`src/rtl/rx78_kbd_pkg.sv`:
```
// Shared constants, types and the PS/2 set-2 scancode table for the RX-78 keyboard responder.
package rx78_kbd_pkg;

    localparam logic [7:0]  PORT_DEFAULT = 8'hF4;
    localparam logic [7:0]  STROBE_ALL   = 8'h30;
    localparam int unsigned ROWS_DEFAULT = 9;

    typedef logic [3:0] row_sel_t;
    localparam row_sel_t ROW_ALL  = 4'hE;
    localparam row_sel_t ROW_NONE = 4'hF;

    typedef struct packed {
        logic       hit;
        logic [3:0] row;
        logic [2:0] col;
    } kbd_loc_t;

    function automatic kbd_loc_t kbd_at(input int unsigned row, input int unsigned col);
        return {1'b1, 4'(row), 3'(col)};
    endfunction

    // Only the E0-prefixed cursor cluster is mapped; every other extended code misses.
    function automatic kbd_loc_t kbd_lookup(input logic ext, input logic [7:0] code);
        kbd_loc_t loc;
        loc = '0;
        if (ext) begin
            case (code)
                8'h6C:   loc = kbd_at(7, 2);
                8'h75:   loc = kbd_at(7, 4);
                8'h72:   loc = kbd_at(7, 5);
                8'h6B:   loc = kbd_at(7, 6);
                8'h74:   loc = kbd_at(7, 7);
                default: loc = '0;
            endcase
        end else begin
            case (code)
                8'h45: loc = kbd_at(0, 0);  8'h16: loc = kbd_at(0, 1);
                8'h1E: loc = kbd_at(0, 2);  8'h26: loc = kbd_at(0, 3);
                8'h25: loc = kbd_at(0, 4);  8'h2E: loc = kbd_at(0, 5);
                8'h36: loc = kbd_at(0, 6);  8'h3D: loc = kbd_at(0, 7);
                8'h3E: loc = kbd_at(1, 0);  8'h46: loc = kbd_at(1, 1);
                8'h52: loc = kbd_at(1, 2);  8'h4C: loc = kbd_at(1, 3);
                8'h41: loc = kbd_at(1, 4);  8'h55: loc = kbd_at(1, 5);
                8'h49: loc = kbd_at(1, 6);  8'h4A: loc = kbd_at(1, 7);
                8'h0E: loc = kbd_at(2, 0);  8'h1C: loc = kbd_at(2, 1);
                8'h32: loc = kbd_at(2, 2);  8'h21: loc = kbd_at(2, 3);
                8'h23: loc = kbd_at(2, 4);  8'h24: loc = kbd_at(2, 5);
                8'h2B: loc = kbd_at(2, 6);  8'h34: loc = kbd_at(2, 7);
                8'h33: loc = kbd_at(3, 0);  8'h43: loc = kbd_at(3, 1);
                8'h3B: loc = kbd_at(3, 2);  8'h42: loc = kbd_at(3, 3);
                8'h4B: loc = kbd_at(3, 4);  8'h3A: loc = kbd_at(3, 5);
                8'h31: loc = kbd_at(3, 6);  8'h44: loc = kbd_at(3, 7);
                8'h4D: loc = kbd_at(4, 0);  8'h15: loc = kbd_at(4, 1);
                8'h2D: loc = kbd_at(4, 2);  8'h1B: loc = kbd_at(4, 3);
                8'h2C: loc = kbd_at(4, 4);  8'h3C: loc = kbd_at(4, 5);
                8'h2A: loc = kbd_at(4, 6);  8'h1D: loc = kbd_at(4, 7);
                8'h22: loc = kbd_at(5, 0);  8'h35: loc = kbd_at(5, 1);
                8'h1A: loc = kbd_at(5, 2);  8'h54: loc = kbd_at(5, 3);
                8'h5D: loc = kbd_at(5, 4);  8'h5B: loc = kbd_at(5, 5);
                8'h61: loc = kbd_at(5, 6);  8'h4E: loc = kbd_at(5, 7);
                8'h05: loc = kbd_at(6, 0);  8'h06: loc = kbd_at(6, 1);
                8'h04: loc = kbd_at(6, 2);  8'h0C: loc = kbd_at(6, 3);
                8'h03: loc = kbd_at(6, 4);  8'h0D: loc = kbd_at(6, 5);
                8'h76: loc = kbd_at(6, 6);
                8'h29: loc = kbd_at(7, 0);  8'h5A: loc = kbd_at(7, 1);
                8'h66: loc = kbd_at(7, 3);
                8'h12: loc = kbd_at(8, 0);  8'h59: loc = kbd_at(8, 1);
                8'h14: loc = kbd_at(8, 2);  8'h11: loc = kbd_at(8, 3);
                default: loc = '0;
            endcase
        end
        return loc;
    endfunction

endpackage

```
`src/rtl/rx78_keyboard_if.sv`:
```
// Z80 I/O bus slice seen by the keyboard responder.
interface rx78_keyboard_if;
    logic       iorq_n;
    logic       wr_n;
    logic [7:0] addr;
    logic [7:0] din;
    logic [7:0] dout;

    modport master (output iorq_n, output wr_n, output addr, output din, input dout);
    modport slave  (input iorq_n, input wr_n, input addr, input din, output dout);
endinterface

```
`src/rtl/rx78_kbd_xlat.sv`:
```
// Combinational scancode to matrix-location translation.
module rx78_kbd_xlat
    import rx78_kbd_pkg::*;
(
    input  logic [7:0] code,
    input  logic       ext,
    output kbd_loc_t   loc
);

    assign loc = kbd_lookup(ext, code);

endmodule

```
`src/rtl/rx78_keyboard.sv`:
```
// RX-78 keyboard responder: PS/2 events into a 9x8 key matrix served on I/O port 0xF4.
module rx78_keyboard
    import rx78_kbd_pkg::*;
#(
    parameter logic [7:0]  PORT = PORT_DEFAULT,
    parameter int unsigned ROWS = ROWS_DEFAULT
) (
    input  logic           clk,
    input  logic           reset,
    input  logic [10:0]    ps2_key,
    input  logic           clr_all,
    rx78_keyboard_if.slave bus,
    output logic           any_key
);

    localparam logic [3:0] ROWS_L = 4'(ROWS);
    localparam logic [7:0] ROWS_B = 8'(ROWS);

    logic                  armed_q, last_tog_q;
    logic                  ps2_event;
    logic                  s1_valid_q, s1_pressed_q, s1_ext_q;
    logic [7:0]            s1_code_q;
    kbd_loc_t              loc;
    logic                  s2_hit_q, s2_pressed_q;
    logic [3:0]            s2_row_q;
    logic [2:0]            s2_col_q;
    logic [ROWS-1:0][7:0]  matrix_q;
    row_sel_t              row_sel_q, row_sel_d;
    logic [7:0]            dout_q, dout_d;
    logic [7:0]            din_m1, row_or, rd_data;
    logic                  wr_hit, rd_hit;
    logic                  any_key_q;

    assign ps2_event = armed_q & (ps2_key[10] != last_tog_q);

    rx78_kbd_xlat u_xlat (
        .code (s1_code_q),
        .ext  (s1_ext_q),
        .loc  (loc)
    );

    always_ff @(posedge clk or posedge reset) begin
        if (reset) begin
            armed_q      <= 1'b0;
            last_tog_q   <= 1'b0;
            s1_valid_q   <= 1'b0;
            s1_pressed_q <= 1'b0;
            s1_ext_q     <= 1'b0;
            s1_code_q    <= 8'h00;
            s2_hit_q     <= 1'b0;
            s2_pressed_q <= 1'b0;
            s2_row_q     <= 4'h0;
            s2_col_q     <= 3'h0;
        end else begin
            armed_q      <= 1'b1;
            last_tog_q   <= ps2_key[10];
            s1_valid_q   <= ps2_event;
            s1_pressed_q <= ps2_key[9];
            s1_ext_q     <= ps2_key[8];
            s1_code_q    <= ps2_key[7:0];
            s2_hit_q     <= s1_valid_q & loc.hit;
            s2_pressed_q <= s1_pressed_q;
            s2_row_q     <= loc.row;
            s2_col_q     <= loc.col;
        end
    end

    // clr_all wins over a same-cycle stage-3 write.
    always_ff @(posedge clk or posedge reset) begin
        if (reset) begin
            matrix_q  <= '0;
            any_key_q <= 1'b0;
        end else begin
            if (clr_all) begin
                matrix_q <= '0;
            end else if (s2_hit_q && (s2_row_q < ROWS_L)) begin
                matrix_q[s2_row_q][s2_col_q] <= s2_pressed_q;
            end
            any_key_q <= |matrix_q;
        end
    end

    assign wr_hit = ~bus.iorq_n & ~bus.wr_n & (bus.addr == PORT);
    assign rd_hit = ~bus.iorq_n &  bus.wr_n & (bus.addr == PORT);
    assign din_m1 = bus.din - 8'd1;

    always_comb begin
        row_sel_d = row_sel_q;
        if (wr_hit) begin
            if ((bus.din != 8'h00) && (bus.din <= ROWS_B)) begin
                row_sel_d = din_m1[3:0];
            end else if (bus.din == STROBE_ALL) begin
                row_sel_d = ROW_ALL;
            end else begin
                row_sel_d = ROW_NONE;
            end
        end
    end

    always_comb begin
        row_or = 8'h00;
        for (int unsigned r = 0; r < ROWS; r++) begin
            row_or = row_or | matrix_q[r];
        end
        rd_data = 8'h00;
        if (row_sel_q == ROW_ALL) begin
            rd_data = row_or;
        end else if (row_sel_q < ROWS_L) begin
            rd_data = matrix_q[row_sel_q];
        end
        dout_d = rd_hit ? rd_data : 8'h00;
    end

    always_ff @(posedge clk or posedge reset) begin
        if (reset) begin
            row_sel_q <= ROW_NONE;
            dout_q    <= 8'h00;
        end else begin
            row_sel_q <= row_sel_d;
            dout_q    <= dout_d;
        end
    end

    assign bus.dout = dout_q;
    assign any_key  = any_key_q;

endmodule
```
`src/flat_wrapper.sv`:
```
// flat-port wrapper written by rule: the top's interface ports become plain ports
module rx78_keyboard_flat import rx78_kbd_pkg::*;
#(
    parameter logic [7:0]  PORT = PORT_DEFAULT,
    parameter int unsigned ROWS = ROWS_DEFAULT
)
  (clk, reset, ps2_key, clr_all, any_key, bus_iorq_n, bus_wr_n, bus_addr, bus_din, bus_dout);
  rx78_keyboard_if bus_i ();
  input  logic clk;
  input  logic reset;
  input  logic [10:0] ps2_key;
  input  logic clr_all;
  output logic any_key;
  input wire logic [$bits(bus_i.iorq_n)-1:0] bus_iorq_n;
  input wire logic [$bits(bus_i.wr_n)-1:0] bus_wr_n;
  input wire logic [$bits(bus_i.addr)-1:0] bus_addr;
  input wire logic [$bits(bus_i.din)-1:0] bus_din;
  output wire logic [$bits(bus_i.dout)-1:0] bus_dout;
  assign bus_i.iorq_n = bus_iorq_n;
  assign bus_i.wr_n = bus_wr_n;
  assign bus_i.addr = bus_addr;
  assign bus_i.din = bus_din;
  assign bus_dout = bus_i.dout;
  rx78_keyboard #(.PORT(PORT), .ROWS(ROWS)) u_core (.clk(clk), .reset(reset), .ps2_key(ps2_key), .clr_all(clr_all), .bus(bus_i), .any_key(any_key));
endmodule
```
`config.mk`:
```
export PLATFORM = sky130hd
export DESIGN_NAME = rx78_keyboard_flat
export DESIGN_NICKNAME = d
export VERILOG_FILES = /design/src/rtl/rx78_kbd_pkg.sv /design/src/rtl/rx78_keyboard_if.sv /design/src/rtl/rx78_kbd_xlat.sv /design/src/rtl/rx78_keyboard.sv /design/src/flat_wrapper.sv
export SDC_FILE = /design/constraint.sdc
export NUM_CORES = 1
export LEC_CHECK = 0
export ABC_AREA = 1
export CORE_MARGIN = 3
export CORE_UTILIZATION = 45
export CTS_CLUSTER_SIZE = 16
export DETAILED_ROUTE_END_ITERATION = 10
export SETUP_SLACK_MARGIN = 0.1
export SLEW_MARGIN = 20
export SYNTH_ARGS = -nofsm -noshare
export SYNTH_HDL_FRONTEND = slang
export SYNTH_SLANG_ARGS = --single-unit
```
`constraint.sdc`:
```
create_clock -name clk -period 5.1 [get_ports clk]
set_clock_uncertainty 0.1 [all_clocks]
set_input_delay 1.275 -clock clk [delete_from_list [all_inputs] [get_ports clk]]
set_output_delay 1.275 -clock clk [all_outputs]
set_load 0.005 [all_outputs]
```
After elaboration in Yosys (flattened, before gate mapping) --
Memory sizes are Yosys's and may differ from the RTL's. Cells that the tools add are included. W data, S select, Z words.
Word-level totals: register bits 107, ROM bits 1024, input bits 32, output and inout port bits 9, word-level logic and storage cells 81, memories 1
Memory list:
- (no name shown) | words 128, width 8, read ports 1, clocked after Yosys merged registers in 0, write ports 0, line rx78_kbd_pkg.sv:36 | case (code)
Cells by class: add/subtract/negate cells 1, magnitude comparators 8, equal/unequal tests 9, muxes and demuxes 17, bitwise gates (word level) 16, reduce and logical (&&, ||, !) cells 7
Operators with widths (number):
- $mux W72 | 2
- $bwmux W72 | 1
- $reduce_or A72 Y1 | 1
- $or A8 B8 Y8 | 8
- $mux W8 | 7
- $eq A8 B7 Y1 const B | 5
- $pmux W8 S5 | 1
- $bmux W8 S4 | 1
- $demux W8 S4 | 1
- $lt A4 B5 Y1 const B | 2
- $eq A8 B6 Y1 const B | 1
- $eq A8 B8 Y1 const B | 1
- $le A8 B4 Y1 const B | 1
- $lt A4 B4 Y1 const B | 2
- $reduce_bool A8 Y1 | 1
- $and A1 B1 Y1 | 6
- $eq A4 B4 Y1 const B | 1
- $ge A4 B1 Y1 const B | 1
- $logic_and A1 B1 Y1 | 4
- $lt A3 B4 Y1 const B | 1
- $mux W4 | 1
- $sub A4 B1 Y4 const B | 1
- $demux W1 S3 | 1
- $ge A3 B1 Y1 const B | 1
- other kinds (4) | 6

Longest topological paths before layout --
Gate-level depths: netlist of the first run.
word-level depth 10, mapped depth 12, depth with buffers taken out 12

By module --
A second synthesis of the first run with hierarchy kept.
Unflattened totals: cell total of the unflattened synthesis 1026, area total of the unflattened synthesis 6901.6 um^2
Modules (own cells, without submodules):
- rx78_keyboard | instances 1, cells an instance 782, area each 5759.3 um^2
- rx78_kbd_xlat | instances 1, cells an instance 244, area each 1142.3 um^2

Worst setup path after synthesis of the first run --
No wires, ideal clock.
kind in2reg, from input bus_addr[0], to register u_core.row_sel_q[1], arrival time 2.206 ns, data required time 4.903 ns, path slack 2.698 ns, cell stages on the path 6, path buffers 0, cell sequence nor2_1 nand3_1 nor4_4 nand2_1 nor2_2 a22oi_1
Between the ends: word-level cells in the longest chain between the ends 2
Ends and longest elaborated chain:
- from (decl) | line flat_wrapper.sv:16 | input wire logic [$bits(bus_i.addr)-1:0] bus_addr;
- $eq A8 B8 Y1 | line rx78_keyboard.sv:83 | assign wr_hit = ~bus.iorq_n & ~bus.wr_n & (bus.addr == PORT);
- $and A1 B1 Y1 | line rx78_keyboard.sv:83
- to (signal assigned) | line rx78_keyboard.sv:119 | row_sel_q <= row_sel_d;
- to (decl) | line rx78_keyboard.sv:28 | row_sel_t row_sel_q, row_sel_d;
No other way between the ends. A chain may end at the register's enable or synchronous reset.

Worst setup path in the final report of the first run --
from input clr_all, to register u_core.matrix_q[49] (netlist bit)
Between the ends: word-level cells in the longest chain between the ends 1, elaborated cells on any way between the ends 2, those cells by class mux (1); reduce/logical (1)
Ends and longest elaborated chain:
- from (decl) | line flat_wrapper.sv:12 | input logic clr_all;
- $mux W72 / $reduce_bool A2 Y1 (equally long branches)
- to (signal, indexed assignment) | line rx78_keyboard.sv:77 | matrix_q[s2_row_q][s2_col_q] <= s2_pressed_q;
- to (decl) | line rx78_keyboard.sv:27 | logic [ROWS-1:0][7:0] matrix_q;
Several ways; a longest one is shown, not always the timed one.

==> results of run 1 <==
## cell type report
| type | instances | share of cell area, % |
|---|---|---|
| inverter | 178 | 9.06 |
| timing repair buffer | 44 | 5.77 |
| clock buffer | 11 | 3.26 |
| clock inverter | 5 | 0.487 |
| sequential | 107 | 36.0 |
| tap | 180 | 3.02 |
| multi-input combinational | 649 | 42.4 |
## worst register-to-register path: stages, from the launching register on
cell,delay (ns)
dfstp_2,0.74
inv_1,0.36
nor2_1,0.60
o21ai_0,0.18
o21ai_0,0.34
o21ai_0,0.21
a21oi_1,0.18
## worst max path at each step
| stage | start | to | slack, ns | cells after the start |
|---|---|---|---|---|
| 3_3_place_gp | clr_all | u_core.matrix_q[15] | 1.33 | 7 |
| 2_1_floorplan | reset | u_core.any_key | 0.91 | 1 |
| 3_5_place_dp | clr_all | u_core.matrix_q[15] | 1.24 | 7 |
| 4_1_cts | clr_all | u_core.matrix_q[15] | 1.61 | 7 |
| 6_report | clr_all | u_core.matrix_q[49] | 1.62 | 7 |
| 5_1_grt | clr_all | u_core.matrix_q[15] | 1.41 | 7 |
## state kept, by name, summed over array words and instances, names as in the netlist
signal	flops
u_core.bus.dout	8
u_core.row_sel_q	4
u_core.s1_valid_q	1
u_core.last_tog_q	1
u_core.s2_row_q	4
u_core.s2_pressed_q	1
u_core.matrix_q	72
u_core.s1_code_q	8
u_core.s1_ext_q	1
u_core.s2_col_q	3
u_core.s2_hit_q	1
u_core.s1_pressed_q	1
u_core.armed_q	1
u_core.any_key	1
## layer usage
| layer | share of wire [%] | track usage, % |
|---|---|---|
| met1 | 46 | 35.7 |
| met2 | 46 | 40.1 |
| met4 | 2.1 | 6.93 |
| met5 | 0 | 0 |
| met3 | 5.6 | 4.38 |
## metrics by stage
| step | cell area (µm²) | worst slack (ns) | util [%] | hold WS, ns | total power [mW] |
|---|---|---|---|---|---|
| final | 7460 | 1.62 | 52.5 | 0.250 | 1.73 |
| after global routing | 7460 | 1.41 | 52.5 | 0.275 | 1.80 |
| after CTS | 7460 | 1.61 | 52.5 | 0.253 | 1.74 |
| after detailed placement | 7180 | 1.24 | 50.5 | 0.237 | 1.07 |
| after global placement | 7180 | 1.33 | 50.5 | 0.234 | 1.07 |
| after floorplan | 6680 | 0.914 | - | 0.231 | 0.999 |
## synth_stat cells, drive strengths merged
cell type | count | area [µm²]
nand2 | 226 | 853
o21ai | 182 | 915
inv | 172 | 646
dfrtp | 103 | 2580
nand3 | 58 | 290
a21oi | 52 | 272
nor2 | 40 | 163
clkbuf | 23 | 86.3
nor3 | 22 | 130
nand4 | 15 | 93.8
buf | 13 | 76.3
o211ai | 11 | 82.6
a31oi | 9 | 56.3
ha | 9 | 113
clkinv | 6 | 27.5
nor4 | 6 | 52.6
a22oi | 5 | 37.5
dfstp | 4 | 105
o31ai | 3 | 22.5
nand3b | 2 | 15.0
o2111ai | 2 | 17.5
o221ai | 2 | 17.5
and3 | 1 | 6.26
conb | 1 | 3.75
or2 | 1 | 6.26
xnor2 | 1 | 8.76
xor2 | 1 | 8.76
## report_power, final
group,leakage (nW),switching [mW],internal [mW],total (mW)
Clock,0.128,0.330,0.346,0.676
Sequential,1.45,0.0169,0.858,0.875
Combinational,2.31,0.119,0.0578,0.177
Total,3.88,0.466,1.26,1.73
## cell families (layout without fill, tap and decap cells)
| group | count (synthesis) | after routing | share of synthesized area (%) |
|---|---|---|---|
| other cells | 1 | 1 | 0.0561 |
| buf+inv | 214 | 238 | 12.5 |
| xor+xnor | 2 | 2 | 0.262 |
| compound gates | 266 | 266 | 21.3 |
| fa+ha+maj | 9 | 9 | 1.69 |
| flops | 107 | 107 | 40.1 |
| simple gates | 371 | 371 | 24.1 |
==> results_dict.tcl, run 1 <==
set metrics [dict create \
    outcome "finished clean" \
    largest_fanout_of_any_net_on_the_critical_path 43 \
    synth_cell_types 39 \
    final-seq-area_um2 2680 \
    criticalPathCategory "input pin to register" \
    layout_commonest_cell "nand2_1" \
    worst_ep_required_ns 5.30 \
    cts_tree "built" \
    timing_hold_violations_final 0 \
    final_nets 1030 \
    drt-pass1-iter-count 5 \
    critical-path-top-cell-by-count "inv_1" \
    grt.overflow.total 0 \
    worst_setup_path_start_kind "input pin" \
    timing.critical_path.buf_inv 5 \
    multi_input_comb_area_um2 3160 \
    hold_path_end "u_core.s2_pressed_q" \
    drt_wl_total_um 19900 \
    setup_viol 0 \
    cp_slowest_cell "inv_1" \
    setup_buffers_after_cts 0 \
    layout_worst_path_cycle_share_pct 68.2 \
    yosys_warnings 0 \
    fp-row-count 43 \
    rsz0062_at_grt "no" \
    core_region_um2 14200 \
    route.detailed.vias_per_inst 5.50 \
    worst_ir_drop_vdd_mv 0.202 \
    clock_latency_ns 0.36 \
    port_buffers 40 \
    detail_route.iter0.violations 759 \
    place.detailed.hpwl_um 13600 \
    whs_path_depth 0 \
    floorplan.initialDensity_pct 47.0 \
    drcViolationCount 0 \
    num_io_pins 41 \
    total_of_fill_cells_in_the_finished_design 1430 \
    area.growth.synth_to_final_pct 11.6 \
    fin_cells 1174 \
    static-leakage-power_nw 3.88 \
    timing.max_slew.rel_slack_pct 27.7 \
    clock_sink_count 107 \
    setup_total_negative_slack_ns 0 \
    arrival_ns 3.68 \
    worst_hold_startpoint "u_core.s1_pressed_q" \
    cts_repair_resize_count 0 \
    power_density_nw_per_um2 232 \
    synthCells 970 \
    reg2reg_depth 6 \
    cp_cell_sequence "clkdlybuf4s50_1, inv_2, nand2_1, inv_1, buf_4, o21ai_0, inv_1" \
    cts_buffer_depth 2 \
    grt_first_pass_wirelength_um 32500 \
    rr_startpoint "u_core.row_sel_q[1]" \
    setup.reg_to_reg.worst_slack_ns 2.31 \
    place_inst 1158 \
    post_route_cells_drive_above_1_share_pct 4.83 \
    r2r_end "u_core.bus.dout[2]" \
    antenna_cells 0 \
    cts_hold_buf 0 \
    most-common-layout-cells "nand2_1, o21ai_0, inv_1" \
    route.antenna.remaining_nets 0 \
    finalWeightedCongestion 0.918 \
    min_period_ns 3.48 \
    syn_avg_cell_area_um2 6.89 \
    gr-usage-all-layers_pct 25.2 \
    grt_antenna_before_repair 0 \
    slew_viol_final 0 \
    worst_path_largest_cell_delay_ns 0.61 \
    timing.critical_path.to_type "register" \
    hp-class "register to register" \
    pin_count_of_the_biggest_net_entering_global_routing 50 \
    vias_in_the_first_global_route 5969 \
    route.detailed.wl_per_inst_um 16.9 \
    max_cap_viol_count 0 \
    clockRootBuffer "clkbuf_16" \
    horiz_die_dim_um 128 \
    floorplan.die.height_um 128 \
    die_area_um2 16300 \
    synth_fp_nets 1011 \
    cts_inserted_buffers 9 \
    vias 6454 \
    clkSlewWorstSetupHoldPaths_ns 0.07 \
    synth.ff_latch_count 107 \
    critical_path.top_delay_family "buffers and inverters" \
    syn-cell-area_um2 6680 \
    timing_worst_slew_pin_value_ns 1.08 \
    max_freq_ghz 0.287 \
    ctsHtreeMaxLevel 3 \
    ys_seq_area_share_pct 40.1 \
]
No activity file was read; power rests on OpenSTA's default activity.
==> run 2, diff against run 1 <==
- PLACE_DENSITY: unset -> 0.66
- clock period: 5.1 -> 3 ns (I/O delays scaled with it)
==> run 2 against run 1 <==
Against the previous run: combinational power grew 80%; via count grew 2.9%; first-iteration DRC count is 13% lower; sequential power up 69%; utilization is 1.4 points higher; highest routed layer unchanged.
==> results_dict.tcl, run 2 (synthesis gave the netlist of run 1 again) <==
set metrics [dict create \
    outcome "finished clean" \
    core_region_um2 14200 \
    grt_first_pass_wirelength_um 31700 \
    layout_worst_path_cycle_share_pct 74.6 \
    gr-usage-all-layers_pct 24.5 \
    route.antenna.remaining_nets 0 \
    slew_viol_final 0 \
    route.detailed.vias_per_inst 5.59 \
    drt-pass1-iter-count 5 \
    setup_total_negative_slack_ns 0 \
    post_route_cells_drive_above_1_share_pct 6.25 \
    worst_ep_required_ns 3.19 \
    floorplan.die.height_um 128 \
    total_of_fill_cells_in_the_finished_design 1391 \
    power.share.switching_pct 24.9 \
    pin_count_of_the_biggest_net_entering_global_routing 78 \
    power_mw 3.20 \
    seq_power_share_pct 46.2 \
    fp-row-count 43 \
    area.growth.synth_to_final_pct 14.6 \
    detail_route.iter0.violations 662 \
    max_cap_viol_count 0 \
    clockRootBuffer "clkbuf_16" \
    drt_wl_total_um 19600 \
    ctsHtreeMaxLevel 3 \
    setup_viol 0 \
    route.detailed.wl_per_inst_um 16.5 \
    grt_antenna_before_repair 0 \
    antenna_cells 0 \
    power.switching_uw 797 \
    rsz0062_at_grt "no" \
    arrival_ns 2.43 \
    combinationalPowerShare_pct 9.9 \
    cts_buffer_depth 2 \
    hp-class "register to register" \
    most-common-layout-cells "nand2_1, o21ai_0, inv_1" \
    grt.busiest_layer "met2" \
    vias 6640 \
    cts_inserted_buffers 9 \
    clock_sink_count 107 \
    timing.max_slew.rel_slack_pct 45.7 \
    worst_setup_path_start_kind "register" \
    max_freq_ghz 0.447 \
    largest_fanout_of_any_net_on_the_critical_path 9 \
    groute.layer.met1.usage_pct 34.1 \
    place.detailed.hpwl_um 13400 \
    layout_commonest_cell "nand2_1" \
    timing_hold_violations_final 0 \
    cts_hold_buf 0 \
    final_nets 1044 \
    cts_tree "built" \
    finalWeightedCongestion 0.948 \
    die_area_um2 16300 \
    power_density_nw_per_um2 418 \
    floorplan.initialDensity_pct 47.0 \
    setup_buffers_after_cts 0 \
    min_period_ns 2.24 \
    horiz_die_dim_um 128 \
    setup.reg_to_reg.worst_slack_ns 0.76 \
    power_report.internal_total_mw 2.41 \
    vias_in_the_first_global_route 6151 \
    clkPwrFrac_pct 43.8 \
    drcViolationCount 0 \
    num_io_pins 41 \
    criticalPathCategory "register to register" \
    clkSlewWorstSetupHoldPaths_ns 0.08 \
    grt.overflow.total 0 \
    port_buffers 40 \
    timing.critical_path.to_type "register" \
    timing_worst_slew_pin_value_ns 0.810 \
    grt.met2_usage_pct 38.6 \
    clock_latency_ns 0.36 \
    static-leakage-power_nw 4.00 \
    grtUsageMet3_pct 4.96 \
    largest_register_ff_count 72 \
    worst_ir_drop_vdd_mv 0.374 \
    cts_repair_resize_count 0 \
    reg_with_most_ffs "u_core.matrix_q" \
]
## run 2: cell count changes in the layout (fill, tap and decap cells not counted)
cell / delta
inv_4: -1
buf_12: +2
clkbuf_1: -1
bufinv_16: +3
buf_4: +12
clkinvlp_4: -1
## run 2: worst paths after layout
kind | from | end | cells after the start
worst max-delay path | u_core.s1_code_q[1] | u_core.s2_row_q[2] | 10
min in group asynchronous | reset | u_core.matrix_q[40] | 3
worst min-delay path | u_core.s1_pressed_q | u_core.s2_pressed_q | 0
worst max register to register | u_core.s1_code_q[1] | u_core.s2_row_q[2] | 10
max in group asynchronous | reset | u_core.matrix_q[6] | 3
worst min register to register | u_core.s1_pressed_q | u_core.s2_pressed_q | 0
## run 2: cell type report
class	count	area [µm²]	share of cell area (%)
clock buffer	10	239	3.12
clock inverter	6	111	1.45
inverter	178	677	8.84
multi-input combinational	649	3160	41.3
sequential	107	2680	35.0
tap	180	225	2.94
timing repair buffer	58	561	7.32
## run 2: power by group through the flow
stage	Combinational, mW	Clock, mW	Sequential, mW
2_1_floorplan	0.199	0	1.50
3_3_place_gp	0.315	0	1.51
3_5_place_dp	0.314	0	1.51
4_1_cts	0.316	1.43	1.48
5_1_grt	0.353	1.48	1.48
6_report	0.318	1.40	1.48
## run 2: through the flow
| stage | util, % | instance area, µm² | hold slack [ns] | cells | setup slack (ns) |
|---|---|---|---|---|---|
| after detailed placement | 51.5 | 7310 | 0.254 | 1172 | 0.542 |
| after floorplan | - | 6690 | 0.231 | 970 | 0.866 |
| after global placement | 51.5 | 7310 | 0.250 | 1172 | 0.569 |
| after CTS | 53.9 | 7660 | 0.270 | 1188 | 0.842 |
| final | 53.9 | 7660 | 0.261 | 1188 | 0.762 |
| after global routing | 53.9 | 7660 | 0.273 | 1188 | 0.707 |
## run 2: worst max-delay path, cell delays in order, from the launching register on
cell and delay, ns:
dfrtp_1 0.49, inv_1 0.19, ha_1 0.22, nand2_1 0.19, nand3_1 0.25, nand2_1 0.07, o21ai_0 0.29, nand2_1 0.10
a21oi_1 0.15, nand2_1 0.07, nand2_1 0.05
## run 2: metal layers
metal | part of all wire (%) | routed length, µm
met1 | 45 | 8840
met2 | 45 | 8740
met3 | 8.0 | 1570
met4 | 2.1 | 414
met5 | 0 | 0
